### config.mk
export PLATFORM = sky130hd
export DESIGN_NAME = adder_sum_accumulator
export DESIGN_NICKNAME = d
export VERILOG_FILES = /design/src/rtl/adder_pkg.sv /design/src/rtl/adder_sum_accumulator.sv
export SDC_FILE = /design/constraint.sdc
export NUM_CORES = 1
export LEC_CHECK = 0
export ABC_AREA = 1
export BUFFER_PORTS_ARGS = -buffer_cell sky130_fd_sc_hd__buf_2
export CELL_PAD_IN_SITES_DETAIL_PLACEMENT = 0
export CELL_PAD_IN_SITES_GLOBAL_PLACEMENT = 1
export CORE_MARGIN = 4
export CORE_UTILIZATION = 38
export CTS_CLUSTER_SIZE = 40
export DETAILED_ROUTE_END_ITERATION = 7
export PLACE_DENSITY_LB_ADDON = 0.25
export SKIP_CTS_REPAIR_TIMING = 1
export SYNTH_ARGS = -nofsm -noshare
export SYNTH_HDL_FRONTEND = slang
export SYNTH_SLANG_ARGS = --single-unit
### constraint.sdc
create_clock -name clk -period 2.7 [get_ports clk]
set_input_delay 0.27 -clock clk [delete_from_list [all_inputs] [get_ports clk]]
set_output_delay 0.27 -clock clk [all_outputs]
set_load 0.005 [all_outputs]
### src/rtl/adder_pkg.sv
`default_nettype none
// ---------------------------------------------------------------------------
// adder_pkg : shared adder-path width default and FSM state encoding. Rev 1.0
// ---------------------------------------------------------------------------
package adder_pkg;

    localparam int ADDER_PROC_SIZE = 16;

    typedef enum logic [1:0] {
        ST_IDLE  = 2'd0,
        ST_ACCUM = 2'd1,
        ST_DONE  = 2'd2
    } state_t;

endpackage : adder_pkg
`default_nettype wire

### src/rtl/adder_sum_accumulator.sv
`default_nettype none
// ---------------------------------------------------------------------------
// adder_sum_accumulator : accumulates a programmed number of {cout,sum}
// results into a wide total with sticky wrap flag and done pulse. Rev 1.0
// ---------------------------------------------------------------------------
module adder_sum_accumulator
    import adder_pkg::*;
#(
    parameter int PROC_SIZE   = ADDER_PROC_SIZE,
    parameter int ACC_WIDTH   = 32,
    parameter int COUNT_WIDTH = 8
) (
    input  logic                   clk,
    input  logic                   rst,
    input  logic                   start_i,
    input  logic [COUNT_WIDTH-1:0] num_samples_i,
    input  logic [PROC_SIZE-1:0]   sum_i,
    input  logic                   cout_i,
    input  logic                   in_valid_i,
    output logic                   in_ready_o,
    output logic [ACC_WIDTH-1:0]   acc_out_o,
    output logic                   acc_overflow_o,
    output logic [COUNT_WIDTH-1:0] sample_cnt_o,
    output logic                   busy_o,
    output logic                   done_o
);

    state_t                 state_q;
    logic [ACC_WIDTH-1:0]   acc_q;
    logic                   ovf_q;
    logic [COUNT_WIDTH-1:0] cnt_q;
    logic [COUNT_WIDTH-1:0] target_q;

    logic [ACC_WIDTH:0]     acc_d;
    logic [COUNT_WIDTH-1:0] cnt_d;

    // MSB of the widened sum is the wrap carry of the ACC_WIDTH-bit total
    assign acc_d = {1'b0, acc_q} + {{(ACC_WIDTH-PROC_SIZE){1'b0}}, cout_i, sum_i};
    assign cnt_d = cnt_q + {{(COUNT_WIDTH-1){1'b0}}, 1'b1};

    always_ff @(posedge clk) begin
        if (rst) begin
            state_q  <= ST_IDLE;
            acc_q    <= '0;
            ovf_q    <= 1'b0;
            cnt_q    <= '0;
            target_q <= '0;
        end else begin
            case (state_q)
                ST_IDLE: begin
                    if (start_i) begin
                        target_q <= num_samples_i;
                        acc_q    <= '0;
                        ovf_q    <= 1'b0;
                        cnt_q    <= '0;
                        state_q  <= (num_samples_i != '0) ? ST_ACCUM : ST_DONE;
                    end
                end
                ST_ACCUM: begin
                    if (in_valid_i) begin
                        acc_q <= acc_d[ACC_WIDTH-1:0];
                        cnt_q <= cnt_d;
                        if (acc_d[ACC_WIDTH]) begin
                            ovf_q <= 1'b1;
                        end
                        if (cnt_d == target_q) begin
                            state_q <= ST_DONE;
                        end
                    end
                end
                ST_DONE: begin
                    state_q <= ST_IDLE;
                end
                default: begin
                    state_q <= ST_IDLE;
                end
            endcase
        end
    end

    assign in_ready_o     = (state_q == ST_ACCUM);
    assign busy_o         = (state_q == ST_ACCUM) || (state_q == ST_DONE);
    assign done_o         = (state_q == ST_DONE);
    assign acc_out_o      = acc_q;
    assign acc_overflow_o = ovf_q;
    assign sample_cnt_o   = cnt_q;

endmodule : adder_sum_accumulator
`default_nettype wire

Yosys cells after proc, flatten, opt, wreduce, memory -nomap -nowiden:

Cells that the tools add are included.

* output and inout port bits: 44
* register bits after elaboration: 51
* word-level logic and storage cells: 37
* input bits: 29

* reductions and logical operators: 8
* add/sub/neg operators: 2
* mux-type cells: 15
* equality and inequality tests: 7

Operators with widths (count)
* 2-to-1 mux 32 bit: 2
* case mux 32 bit (2 select lines): 1
* adder 32 x 17 -> 33 bit: 1
* 2-to-1 mux 8 bit: 2
* case mux 8 bit (2 select lines): 1
* adder 8 x 1 -> 8 bit (second input constant): 1
* equality test 8 bit: 1
* 2-to-1 mux 2 bit: 4
* nonzero test 8 bit: 1
* AND reduction 3 bit: 2
* inequality test 2 x 1 -> 1 bit (second input constant): 2
* inequality test 2 bit (second input constant): 2
* case mux 2 bit (2 select lines): 1
* AND reduction 4 bit: 1
* 2-to-1 mux 1 bit: 3
* equality test 2 x 1 -> 1 bit (second input constant): 1
* equality test 2 bit (second input constant): 1
* zero test 2 bit: 1
* case mux 1 bit (2 select lines): 1
* AND reduction 2 bit: 1
* nonzero test 2 bit: 1
* logical OR 1 bit: 1

Longest topological paths before layout:

* depth after elaboration: 5
* gate-level depth with buffers: 14
* mapped depth without buffers: 14

Least setup slack after synthesis:

OpenSTA, ideal clock, no wires.

* path kind: register -> register
* start point: register acc_q[0] (netlist: acc_out_o[0])
* end point: register acc_q[30] (netlist: acc_out_o[30])
* slack: 0.750 ns
* data arrival time: 1.886 ns
* data required time: 2.636 ns
* setup time: 0.064 ns
* period minus slack after synthesis: 1.950 ns
* stages on the path, launching flop included: 14
* cell sequence: dfxtp_1 > ha_1 > inv_1 > fa_1 > nand3b_1 > nand2_1 > a21boi_2 > o21bai_2 > nand2_1 > nand2_1 > nand3_1 > nand2_1 > inv_1 > nor2_1

* cells in the longest elaborated chain, start to end: 3

RTL lines
* start, declared: line adder_sum_accumulator.sv:29 `logic [ACC_WIDTH-1:0] acc_q;`
* start signal, assigned: line adder_sum_accumulator.sv:61 `acc_q <= acc_d[ACC_WIDTH-1:0];`
* adder 32 x 17 -> 33 bit: line adder_sum_accumulator.sv:38 `assign acc_d = {1'b0, acc_q} + {{(ACC_WIDTH-PROC_SIZE){1'b0}}, cout_i, sum_i};`
* 2-to-1 mux 32 bit: line adder_sum_accumulator.sv:60 `if (in_valid_i) begin`
* case mux 32 bit (2 select lines): line adder_sum_accumulator.sv:49 `case (state_q)`

No other way between the ends. The select of a mux whose other input is x is not followed.
A chain may end at the register's enable or synchronous reset.

Worst setup path after layout:

Ends and elaborated chain as after synthesis.

==> results_dict.tcl <==
set metrics [dict create \
    syn_area_um2 3391 \
    cts_made_buffers 5 \
    rsz0062_at_grt "no" \
    criticalPathCategory "flop to flop" \
    path_common_cell "nand2_1" \
    synth_flop_cell "dfxtp_1" \
    yosysWarnings 0 \
    dieArea_um2 10500 \
    via_per_inst 5.100 \
    grt_overflow 0 \
    cp_cell_sequence "ha_1 -> inv_1 -> fa_1 -> nand3b_1 -> nand2_1 -> a21boi_2 -> o21bai_2 -> nand2_1 -> nand2_1 -> nand3_1 -> nand2_1 -> inv_1 -> nor2_1" \
    coreArea_um2 8721 \
    worstHoldPathType "input port to flop" \
    required_ps 2950 \
    routed_wl_mm 9.795 \
    core.rowCount 34 \
    crit_arrival_ps 2390 \
    clk_latency_ps 310 \
    grt.total_usage_pct 19.15 \
    maxSlewViolCount 0 \
    slew-limit-headroom_pct 54.87 \
    ir_worst_vdd_uv 384.8 \
    dpl_cell_area_um2 3856 \
    p_leak_uw 0.001730 \
    setup_viol 0 \
    design_area_um2 3956 \
    syn_avg_cell_area_um2 6.636 \
    clkTransAtPathRegs_ps 100 \
    crit_buf_inv 2 \
    pwr_density_cell_nw_per_um2 628.3 \
    synth_cells 511 \
    nNetsFinal 634 \
    start_util_pct 38.88 \
    max_freq_mhz 468.6 \
    drc_errors 0 \
    status "completed" \
    ys_seq_area_share_pct 30.11 \
    dieHeight_um 102.5 \
    yosysUniqueCellTypes 40 \
    grt_pass1_vias 3368 \
    syn_nets 562 \
    async_flop_share_pct 0 \
    fill_cells 923 \
    setup_tns_ps 0 \
    clkSinkCount 51 \
    crit_fanout 8 \
    drt_iter0_markers 177 \
    area_delta_synth_final_pct 16.68 \
    place.gp.congestion 0.8449 \
    skew_ps 6.995 \
    route.vias.total 3529 \
    antenna_found_initial 0 \
    layout-drive-gt1-share_pct 19.01 \
    fp.dieW_um 102.5 \
    grt_start_max_net_pins 28 \
    num_antenna_cells 0 \
    maxCapViolations 0 \
    drtPass1Iterations 4 \
    dp_cells 684 \
    clk_path_buf_depth 2 \
    worst_path_dominant_cell_family "simple AND/OR/NAND/NOR gates" \
    slowest_stage "fa_1" \
    dp_hpwl_mm 7.535 \
    fin_cells 692 \
    synth_seq_cells 51 \
    whs_ps 195.3 \
    slowest_delay_ps 380 \
    cts_tree "yes" \
    htreeDepth 2 \
    tightestPinTransition_ps 676.9 \
    wl_per_cell_um 14.15 \
    grt_pass1_wl_mm 16.01 \
    synth_edf_count 0 \
    portBuffers 72 \
    layout_min_cycle_time_ps 2134 \
    worst_setup_path_end_kind "flop" \
    io-pin-count 73 \
    hold_viol 0 \
    fin_crit_sh_pct 79.03 \
    drtAntennaViolNets 0 \
    startpoint_type "flop" \
    clockRootBuffer "clkbuf_8" \
]
## where the power goes
| group | internal (µW) | switching, µW |
|---|---|---|
| registers | 841 | 75.4 |
| logic | 355 | 704 |
| clock network | 235 | 276 |
| total | 1430 | 1050 |
## area by class of cell
class                      count  area (µm²)  area share [%]
timing repair buffer          74       375.4           9.488
inverter                      50       187.7           4.744
clock buffer                   8       100.1           2.530
sequential                    51        1021           25.81
tap                          108       135.1           3.416
multi-input combinational    401        2137           54.02
## cells in the mapped netlist (5+ instances only)
library cell  count  area share (%)
o21ai_0          27             4.0
inv_2             5            0.55
nor3_1            6            0.89
nand3b_1          6             1.3
ha_1             21             7.7
nand4_1           6             1.1
a21oi_1          72              11
nor2_1           38             4.2
nand2_2           5            0.92
inv_1            44             4.9
nand2_1         134              15
nand3_1          45             6.6
dfxtp_1          51              30
## per-stage QoR
| step | utilization, % | worst slack, ps | power [µW] |
|---|---|---|---|
| floorplan | - | 750.1 | 1675 |
| global route | 45.37 | 277.0 | 2689 |
| global placement | 44.22 | 607.4 | 1989 |
| detailed placement | 44.22 | 574.1 | 1996 |
| finish | 45.37 | 566.1 | 2486 |
| CTS | 45.37 | 564.9 | 2511 |
## metal layers
layer	track usage, %	vias up	part of all wire (%)
li1	-	1857	-
met1	26.40	1589	48
met2	31.93	77	47
met3	2.662	6	3.9
met4	3.935	0	0.84
met5	0	-	0
## registers in the layout, summed over array words and instances, names as in the netlist
signal / flops
acc_out_o: 32
sample_cnt_o: 8
target_q: 8
state_q: 2
acc_overflow_o: 1
## cells in the final DEF, fill, tap and decap left out, drive strengths merged
cell | Yosys | routed
a21boi | 2 | 2
a21o | 1 | 1
a21oi | 75 | 75
a31o | 1 | 1
a31oi | 2 | 2
buf | 5 | 74
clkbuf | 4 | 8
clkinv | 1 | 1
dfxtp | 51 | 51
fa | 1 | 1
ha | 21 | 21
inv | 49 | 49
nand2 | 139 | 139
nand3 | 48 | 48
nand3b | 6 | 6
nand4 | 6 | 6
nor2 | 40 | 40
nor3 | 8 | 8
nor3b | 2 | 2
nor4 | 4 | 4
o21a | 1 | 1
o21ai | 30 | 30
o21bai | 4 | 4
o22ai | 2 | 2
or2 | 4 | 4
xnor2 | 2 | 2
xor2 | 2 | 2
## worst min-delay path: stages
cell	delay, ps
buf_2	100
inv_1	40
a21oi_1	50
## final timing paths
path | slack [ps] | end | cells after the start | start
worst max-delay path | 570 | acc_out_o[30]$_SDFFE_PP0P_ | 13 | acc_out_o[0]$_SDFFE_PP0P_
worst min-delay path | 200 | target_q[0]$_SDFFE_PP0P_ | 3 | num_samples_i[0]
worst max register to register | 570 | acc_out_o[30]$_SDFFE_PP0P_ | 13 | acc_out_o[0]$_SDFFE_PP0P_
worst min register to register | 460 | acc_overflow_o$_SDFFE_PP0P_ | 2 | acc_overflow_o$_SDFFE_PP0P_
## cell families after synthesis
family | synth area share, %
DFF | 30.11
buffers and inverters | 6.863
AOI/OAI and AO/OA | 19.26
adders and majority gates | 8.339
and+or+nand+nor | 34.39
xor gates and xnor gates | 1.033
No activity file was read; power rests on OpenSTA's default activity.
